==> config.mk <==
export PLATFORM = sky130hd
export DESIGN_NAME = mips_mc_control_flat
export DESIGN_NICKNAME = d
export VERILOG_FILES = /design/src/rtl/mips_ctrl_pkg.sv /design/src/rtl/mips_mc_control_if.sv /design/src/rtl/mips_mc_control.sv /design/src/flat_wrapper.sv
export SDC_FILE = /design/constraint.sdc
export NUM_CORES = 1
export LEC_CHECK = 0
export BUFFER_PORTS_ARGS = -buffer_cell sky130_fd_sc_hd__buf_2
export CORE_UTILIZATION = 35
export CTS_BUF_LIST = sky130_fd_sc_hd__clkbuf_16
export DETAILED_ROUTE_END_ITERATION = 8
export GPL_TIMING_DRIVEN = 1
export PLACE_DENSITY_LB_ADDON = 0.3
export SLEW_MARGIN = 10
export SYNTH_ARGS = -nofsm -noshare
export SYNTH_HDL_FRONTEND = slang
export SYNTH_SLANG_ARGS = --single-unit
export TNS_END_PERCENT = 30
==> constraint.sdc <==
create_clock -name clk -period 1.4 [get_ports clk]
set_input_delay 0.35 -clock clk [delete_from_list [all_inputs] [get_ports clk]]
set_output_delay 0.35 -clock clk [all_outputs]
set_load 0.03 [all_outputs]
==> src/rtl/mips_ctrl_pkg.sv <==
// Shared types and encodings for the multi-cycle MIPS control unit.
// State enum, opcode constants and the datapath mux/ALU select encodings.
package mips_ctrl_pkg;

  typedef enum logic [3:0] {
    S_IDLE      = 4'd0,
    S_FETCH     = 4'd1,
    S_DECODE    = 4'd2,
    S_MEM_ADDR  = 4'd3,
    S_MEM_READ  = 4'd4,
    S_MEM_WB    = 4'd5,
    S_MEM_WRITE = 4'd6,
    S_EXECUTE   = 4'd7,
    S_ALU_WB    = 4'd8,
    S_ADDI_EXEC = 4'd9,
    S_ADDI_WB   = 4'd10,
    S_BRANCH    = 4'd11,
    S_JUMP      = 4'd12
  } state_e;

  localparam logic [5:0] OP_RTYPE = 6'b000000;
  localparam logic [5:0] OP_LW    = 6'b100011;
  localparam logic [5:0] OP_SW    = 6'b101011;
  localparam logic [5:0] OP_ADDI  = 6'b001000;
  localparam logic [5:0] OP_BEQ   = 6'b000100;
  localparam logic [5:0] OP_J     = 6'b000010;

  localparam logic [1:0] ALUOP_ADD   = 2'b00;
  localparam logic [1:0] ALUOP_SUB   = 2'b01;
  localparam logic [1:0] ALUOP_FUNCT = 2'b10;

  localparam logic [1:0] SRCB_REG     = 2'b00;
  localparam logic [1:0] SRCB_FOUR    = 2'b01;
  localparam logic [1:0] SRCB_IMM     = 2'b10;
  localparam logic [1:0] SRCB_IMM_SHL = 2'b11;

  localparam logic [1:0] PCSRC_ALU    = 2'b00;
  localparam logic [1:0] PCSRC_ALUOUT = 2'b01;
  localparam logic [1:0] PCSRC_JUMP   = 2'b10;

  typedef struct packed {
    logic       pc_write;
    logic       pc_write_cond;
    logic       iord;
    logic       mem_read;
    logic       mem_write;
    logic       ir_write;
    logic       mem_to_reg;
    logic       reg_dst;
    logic       reg_write;
    logic       alu_src_a;
    logic [1:0] alu_src_b;
    logic [1:0] aluop;
    logic [1:0] pc_source;
    logic       instr_done;
    logic       illegal_op;
  } ctrl_t;

endpackage

==> src/rtl/mips_mc_control_if.sv <==
// Control-unit <-> datapath/memory signal bundle.
// Memory handshake: an access is requested while mem_read or mem_write is high and
// completes in the cycle mem_ready is sampled high; the request is held stable until then.
interface mips_mc_control_if;
  logic [5:0] opcode;
  logic       zero;
  logic       mem_ready;
  logic       pc_write;
  logic       pc_write_cond;
  logic       iord;
  logic       mem_read;
  logic       mem_write;
  logic       ir_write;
  logic       mem_to_reg;
  logic       reg_dst;
  logic       reg_write;
  logic       alu_src_a;
  logic [1:0] alu_src_b;
  logic [1:0] aluop;
  logic [1:0] pc_source;
  logic       instr_done;
  logic       illegal_op;
  logic [3:0] state_o;

  modport master (
    input  opcode, zero, mem_ready,
    output pc_write, pc_write_cond, iord, mem_read, mem_write, ir_write,
           mem_to_reg, reg_dst, reg_write, alu_src_a, alu_src_b, aluop,
           pc_source, instr_done, illegal_op, state_o
  );

  modport slave (
    output opcode, zero, mem_ready,
    input  pc_write, pc_write_cond, iord, mem_read, mem_write, ir_write,
           mem_to_reg, reg_dst, reg_write, alu_src_a, alu_src_b, aluop,
           pc_source, instr_done, illegal_op, state_o
  );
endinterface

==> src/rtl/mips_mc_control.sv <==
// Multi-cycle MIPS main control FSM: Moore state register plus combinational
// next-state/output decode; FETCH/MEM_* completion and DECODE illegal detection look at inputs.
module mips_mc_control
  import mips_ctrl_pkg::*;
(
  input  logic               clk,
  input  logic               rst_n,
  mips_mc_control_if.master  bus
);

  state_e state_q, state_d;
  ctrl_t  ctrl;

  always_ff @(posedge clk or negedge rst_n) begin
    if (!rst_n) state_q <= S_IDLE;
    else        state_q <= state_d;
  end

  always_comb begin
    state_d = state_q;
    ctrl    = '0;
    unique case (state_q)
      S_IDLE: state_d = S_FETCH;
      S_FETCH: begin
        ctrl.mem_read  = 1'b1;
        ctrl.alu_src_b = SRCB_FOUR;
        ctrl.aluop     = ALUOP_ADD;
        ctrl.pc_source = PCSRC_ALU;
        // PC and IR capture only when the instruction word is actually valid.
        if (bus.mem_ready) begin
          ctrl.pc_write = 1'b1;
          ctrl.ir_write = 1'b1;
          state_d       = S_DECODE;
        end
      end
      S_DECODE: begin
        ctrl.alu_src_b = SRCB_IMM_SHL;
        ctrl.aluop     = ALUOP_ADD;
        case (bus.opcode)
          OP_RTYPE:     state_d = S_EXECUTE;
          OP_LW, OP_SW: state_d = S_MEM_ADDR;
          OP_ADDI:      state_d = S_ADDI_EXEC;
          OP_BEQ:       state_d = S_BRANCH;
          OP_J:         state_d = S_JUMP;
          default: begin
            ctrl.illegal_op = 1'b1;
            state_d         = S_FETCH;
          end
        endcase
      end
      S_MEM_ADDR: begin
        ctrl.alu_src_a = 1'b1;
        ctrl.alu_src_b = SRCB_IMM;
        state_d        = (bus.opcode == OP_LW) ? S_MEM_READ : S_MEM_WRITE;
      end
      S_MEM_READ: begin
        ctrl.mem_read = 1'b1;
        ctrl.iord     = 1'b1;
        if (bus.mem_ready) state_d = S_MEM_WB;
      end
      S_MEM_WB: begin
        ctrl.reg_write  = 1'b1;
        ctrl.mem_to_reg = 1'b1;
        ctrl.instr_done = 1'b1;
        state_d         = S_FETCH;
      end
      S_MEM_WRITE: begin
        ctrl.mem_write = 1'b1;
        ctrl.iord      = 1'b1;
        if (bus.mem_ready) begin
          ctrl.instr_done = 1'b1;
          state_d         = S_FETCH;
        end
      end
      S_EXECUTE: begin
        ctrl.alu_src_a = 1'b1;
        ctrl.alu_src_b = SRCB_REG;
        ctrl.aluop     = ALUOP_FUNCT;
        state_d        = S_ALU_WB;
      end
      S_ALU_WB: begin
        ctrl.reg_write  = 1'b1;
        ctrl.reg_dst    = 1'b1;
        ctrl.instr_done = 1'b1;
        state_d         = S_FETCH;
      end
      S_ADDI_EXEC: begin
        ctrl.alu_src_a = 1'b1;
        ctrl.alu_src_b = SRCB_IMM;
        state_d        = S_ADDI_WB;
      end
      S_ADDI_WB: begin
        ctrl.reg_write  = 1'b1;
        ctrl.instr_done = 1'b1;
        state_d         = S_FETCH;
      end
      S_BRANCH: begin
        // The datapath gates pc_write_cond with zero; the FSM retires the branch either way.
        ctrl.alu_src_a     = 1'b1;
        ctrl.alu_src_b     = SRCB_REG;
        ctrl.aluop         = ALUOP_SUB;
        ctrl.pc_write_cond = 1'b1;
        ctrl.pc_source     = PCSRC_ALUOUT;
        ctrl.instr_done    = 1'b1;
        state_d            = S_FETCH;
      end
      S_JUMP: begin
        ctrl.pc_write   = 1'b1;
        ctrl.pc_source  = PCSRC_JUMP;
        ctrl.instr_done = 1'b1;
        state_d         = S_FETCH;
      end
      default: state_d = S_IDLE;
    endcase
  end

  assign bus.pc_write      = ctrl.pc_write;
  assign bus.pc_write_cond = ctrl.pc_write_cond;
  assign bus.iord          = ctrl.iord;
  assign bus.mem_read      = ctrl.mem_read;
  assign bus.mem_write     = ctrl.mem_write;
  assign bus.ir_write      = ctrl.ir_write;
  assign bus.mem_to_reg    = ctrl.mem_to_reg;
  assign bus.reg_dst       = ctrl.reg_dst;
  assign bus.reg_write     = ctrl.reg_write;
  assign bus.alu_src_a     = ctrl.alu_src_a;
  assign bus.alu_src_b     = ctrl.alu_src_b;
  assign bus.aluop         = ctrl.aluop;
  assign bus.pc_source     = ctrl.pc_source;
  assign bus.instr_done    = ctrl.instr_done;
  assign bus.illegal_op    = ctrl.illegal_op;
  assign bus.state_o       = state_q;

endmodule
==> src/flat_wrapper.sv <==
// flat-port wrapper written by rule: the top's interface ports become plain ports
module mips_mc_control_flat import mips_ctrl_pkg::*;
  (clk, rst_n, bus_opcode, bus_zero, bus_mem_ready, bus_pc_write, bus_pc_write_cond, bus_iord, bus_mem_read, bus_mem_write, bus_ir_write, bus_mem_to_reg, bus_reg_dst, bus_reg_write, bus_alu_src_a, bus_alu_src_b, bus_aluop, bus_pc_source, bus_instr_done, bus_illegal_op, bus_state_o);
  mips_mc_control_if bus_i ();
  input  logic clk;
  input  logic rst_n;
  input wire logic [$bits(bus_i.opcode)-1:0] bus_opcode;
  input wire logic [$bits(bus_i.zero)-1:0] bus_zero;
  input wire logic [$bits(bus_i.mem_ready)-1:0] bus_mem_ready;
  output wire logic [$bits(bus_i.pc_write)-1:0] bus_pc_write;
  output wire logic [$bits(bus_i.pc_write_cond)-1:0] bus_pc_write_cond;
  output wire logic [$bits(bus_i.iord)-1:0] bus_iord;
  output wire logic [$bits(bus_i.mem_read)-1:0] bus_mem_read;
  output wire logic [$bits(bus_i.mem_write)-1:0] bus_mem_write;
  output wire logic [$bits(bus_i.ir_write)-1:0] bus_ir_write;
  output wire logic [$bits(bus_i.mem_to_reg)-1:0] bus_mem_to_reg;
  output wire logic [$bits(bus_i.reg_dst)-1:0] bus_reg_dst;
  output wire logic [$bits(bus_i.reg_write)-1:0] bus_reg_write;
  output wire logic [$bits(bus_i.alu_src_a)-1:0] bus_alu_src_a;
  output wire logic [$bits(bus_i.alu_src_b)-1:0] bus_alu_src_b;
  output wire logic [$bits(bus_i.aluop)-1:0] bus_aluop;
  output wire logic [$bits(bus_i.pc_source)-1:0] bus_pc_source;
  output wire logic [$bits(bus_i.instr_done)-1:0] bus_instr_done;
  output wire logic [$bits(bus_i.illegal_op)-1:0] bus_illegal_op;
  output wire logic [$bits(bus_i.state_o)-1:0] bus_state_o;
  assign bus_i.opcode = bus_opcode;
  assign bus_i.zero = bus_zero;
  assign bus_i.mem_ready = bus_mem_ready;
  assign bus_pc_write = bus_i.pc_write;
  assign bus_pc_write_cond = bus_i.pc_write_cond;
  assign bus_iord = bus_i.iord;
  assign bus_mem_read = bus_i.mem_read;
  assign bus_mem_write = bus_i.mem_write;
  assign bus_ir_write = bus_i.ir_write;
  assign bus_mem_to_reg = bus_i.mem_to_reg;
  assign bus_reg_dst = bus_i.reg_dst;
  assign bus_reg_write = bus_i.reg_write;
  assign bus_alu_src_a = bus_i.alu_src_a;
  assign bus_alu_src_b = bus_i.alu_src_b;
  assign bus_aluop = bus_i.aluop;
  assign bus_pc_source = bus_i.pc_source;
  assign bus_instr_done = bus_i.instr_done;
  assign bus_illegal_op = bus_i.illegal_op;
  assign bus_state_o = bus_i.state_o;
  mips_mc_control u_core (.clk(clk), .rst_n(rst_n), .bus(bus_i));
endmodule
==> reports/metrics.cfg, run 1 <==
[status]
outcome = did not finish
toolErrorMsg = [ERROR DPL-0033] detailed placement checks failed during check placement.
flow.stopped_at = clock tree synthesis

[floorplanning]
start_util = 0.397
die_h_um = 41.6
die_w_um = 41.6
num_rows = 13
ios = 32

[cts]
hold_buffers = 1
cts_setup_buffers = 11
h-tree-depth = 1
clk_path_buf_depth = 2
cts_sinks = 4
cts_resized = 60
clockRootBuffer = clkbuf_16
numCtsBuffers = 3

[placement]
place.gp.congestion = 0.872
portBuffers = 30
hpwl_um = 1520
dpl_worst_slack_ns = -0.178

[logic_synthesis]
post_synth_xor_area_fraction = 0.0319
muxShareOfSynthArea = 0.0364
synth_top_area_cell = dfrtp_1
ys_seq_area_frac = 0.182
yosysWarnings = 0
ys_types = 30
synth_top_cell_area_share = 0.182
syn_inst = 83
syn_nets = 93
synth-simple-area-share = 0.399
synth_fa_ha_area_frac = 0
syn_avg_cell_area_um2 = 6.62
syn_area_um2 = 549
synth_area_leaders = dfrtp_1, nor2_1, a21oi_1
synth_compound_area_frac = 0.219
synth_top_family_by_area = simple AND/OR/NAND/NOR gates
synth-seq-cells = 4

[cells in the mapped netlist, drive strengths merged]
master / n
o2bb2ai: 1
nand3b: 1
nor3: 9
a21oi: 10
inv: 4
nor4: 1
mux2i: 2
a21boi: 1
and3: 3
nor2b: 1
dfrtp: 4
nand2b: 4
or3: 1
a31oi: 2
nand2: 6
o21ai: 3
xnor2: 2
nand4: 1
or2: 1
buf: 9
a22o: 1
o22ai: 1
nor2: 14
o211ai: 1
[metrics by stage]
stage / instance area, um2 / TNS [ns] / cells
detailed placement: 982 / -0.872 / 151
global placement: 982 / -0.585 / 151
floorplan: 661 / -3.13 / 83
[logic make-up after synthesis]
logic type / after synthesis
AO/OA/AOI/OAI: 20
XOR/XNOR: 2
buffers and inverters: 13
flip-flops: 4
multiplexers: 2
AND/OR/NAND/NOR: 42
==> run 2: changes to the inputs <==
Settings changed: CORE_AREA from default to 2 2 63 65, CORE_UTILIZATION 35 to default, CTS_BUF_LIST sky130_fd_sc_hd__clkbuf_16 to default, DIE_AREA from default to 0 0 65 67, PLACE_DENSITY_LB_ADDON 0.3 to 0.15.
Clock period 1.4 ns to 1.8 ns, I/O delays scaled along.
==> run 2 against run 1 <==
  * The flow now finishes without violations
  * Synthesized area unchanged
  * Synthesized cell count unchanged
==> reports/metrics.cfg, run 2 <==
[status]
outcome = finished clean

[layout]
num-fill-cells = 397
fin_nets = 137
final_common_cell = buf_2
most-common-layout-cells = buf_2, buf_4, nor2_1
largest_reg_flops = 4
stdcell_count = 174
drive_gt1_frac = 0.619
n_antenna_cell = 0
design_area_um2 = 1070
syn_to_final_growth_pct = 94.8

[cts]
clk_pin_slew_ns = 0.03
clk_latency_ns = 0.22
hold_buffers = 0
numCtsBuffers = 3
clockRootBuffer = clkbuf_8
h-tree-depth = 1
cts_sinks = 4
cts_tree = yes
clk_path_buf_depth = 2

[setup_path]
crit_type = flop to output pin
worst-r2r-setup-slack_ns = 0.51
worstPathMaxFanout = 7
crit_slowest_cell = dfrtp_2
r2r_cells = 5
r2r_end = u_core.bus.state_o[1]
cpPeakStageDelay_ns = 0.46
reg2reg_from = u_core.bus.state_o[0]
end_kind = output pin
critPathRequiredTime_ns = 1.35
cp-start-kind = flop
cpLargestDelayFamily = simple AND/OR/NAND/NOR gates
arrival_ns = 1.35
path_buf_inv = 1
crit_chain = nor2b_4, and3_4, or2_1, buf_6

[sta]
hold_viol = 0
relSlewSlack = 0.817
setup_viol = 0
tightestPinTransition_ns = 0.272
grt_setup_unrepaired = yes
period_minus_slack_ns = 1.80
drv_slew = 0
clock_skew_ns = 0.00230
max_freq_ghz = 0.557
finalCritPeriodShare = 0.997

[power]
clkPwrFrac = 0.109
switching_share = 0.512
internal-power_mw = 0.894
pwr_density_cell_nw_per_um2 = 1710
total_power_mw = 1.83
seqPwrFrac = 0.104
pwr-share-comb = 0.787
power.leakage_nw = 0.483
switchingPower_mw = 0.938
ir_worst_vdd_mv = 0.307

[logic_synthesis]
ys_seq_area_frac = 0.182
yosysWarnings = 0
synth_top_cell_area_share = 0.182
synth_ff_type = dfrtp_1
synth_top_area_cell = dfrtp_1
ys_types = 30
synth_area_leaders = dfrtp_1, nor2_1, a21oi_1
syn_nets = 93
synth_common_cells = nor2_1, a21oi_1, nor3_1
syn_avg_cell_area_um2 = 6.62
syn_area_um2 = 549
synth_edf_count = 0
synth-seq-cells = 4
synth.most_common_cell = nor2_1
async_flop_share = 1.00
syn_inst = 83

[detailed_routing]
via_count = 756
post-route-drc-count = 0
wire_per_inst_um = 11.4
ant_nets = 0
first_pass_iters = 4
drt-total-wl_um = 1980
avgViaCountPerCell = 4.34
drt_iter0_drc = 19

[placement]
portBuffers = 30
hpwl_um = 1520
place.gp.congestion = 0.847
placed_area_um2 = 828
dp.cells = 162

[floorplanning]
start_util = 0.152
num_rows = 22
ios = 32
die-area_um2 = 4360
core_area_um2 = 3610
die_w_um = 65
die_h_um = 67

[global_route]
grt_pass1_vias = 678
grt_usage = 0.0927
grt_overflow_total = 0
grt_pass1_wl_um = 3140
antenna_found_initial = 0
grt_start_max_net_pins = 12

[flow_run]
cap_violations = 0

[hold_path]
hold_path.class = input pin to asynchronous set/reset pin

[run 2: cell counts after synthesis]
Identical to the previous run, type by type.
[run 2: how the worst max path moves through the flow]
stage / startpoint / endpoint / slack [ns] / cells past startpoint
final: u_core.bus.state_o[0] / bus_pc_write / 0.005 / 4
after global placement: bus_opcode[5] / bus_illegal_op / 0.02 / 5
after detailed placement: bus_opcode[5] / bus_illegal_op / 0.04 / 5
after floorplan: u_core.bus.state_o[2] / bus_pc_write / -0.16 / 4
after CTS: u_core.bus.state_o[0] / bus_pc_write / -0.01 / 4
after global routing: u_core.bus.state_o[1] / bus_aluop[0] / -0.04 / 5
[run 2: cell type report]
| class | instances | area (um2) | area share |
|---|---|---|---|
| tap | 48 | 60.1 | 0.0561 |
| inverter | 4 | 17.5 | 0.0164 |
| clock buffer | 4 | 45.0 | 0.0421 |
| multi-input combinational | 66 | 498 | 0.465 |
| sequential | 4 | 105 | 0.0982 |
| timing repair buffer | 48 | 344 | 0.322 |
[run 2: kinds of logic after synthesis]
family          after synthesis  share of synthesized area
compound gates               20                      0.219
mux                           2                     0.0364
buf+inv                      13                      0.132
flops                         4                      0.182
xor+xnor                      2                     0.0319
simple gates                 42                      0.399
[run 2: what timing repair did]
| item | CTS | global route |
|---|---|---|
| endpoints found under the setup margin | 11 | 10 |
| pin swaps | 2 | 1 |
| buffers inserted | 7 | 1 |
| resized for setup | 21 | 19 |
| cloned | 0 | 0 |
| hold endpoints to repair | 0 | 0 |
[run 2: power by group through the flow]
stage	sequential, mW	combinational, mW	clock, mW
2_1_floorplan	0.219	0.769	0
3_3_place_gp	0.211	1.10	0
3_5_place_dp	0.211	1.10	0
4_1_cts	0.186	1.34	0.205
5_1_grt	0.198	1.54	0.215
6_report	0.191	1.44	0.199
[run 2: worst register-to-register path, cell delays in order, from the launching register on]
cell and delay [ns]:
dfrtp_2 0.46, nand2b_4 0.18, buf_4 0.15, nor4_1 0.16, a21oi_1 0.10, a21oi_1 0.16
[run 2: stage by stage]
| stage | hold slack (ns) | setup WS, ns | TNS [ns] | utilization |
|---|---|---|---|---|
| floorplan | 0.154 | -0.162 | -0.402 | - |
| detailed placement | 0.260 | 0.0367 | 0 | 0.230 |
| CTS | 0.0277 | -0.0117 | -0.0232 | 0.276 |
| global placement | 0.256 | 0.0236 | 0 | 0.230 |
| finish | 0.0328 | 0.00453 | 0 | 0.297 |
| global route | 0.0301 | -0.0439 | -0.253 | 0.297 |
[run 2: metal layers]
| layer | track usage | vias up | routed length [um] |
|---|---|---|---|
| li1 | - | 378 | - |
| met1 | 0.118 | 345 | 865 |
| met2 | 0.159 | 31 | 963 |
| met3 | 0.0236 | 2 | 147 |
| met4 | 0.0160 | 0 | 4 |
| met5 | 0 | - | 0 |
Note: power is estimated with default switching activity, not from simulation.
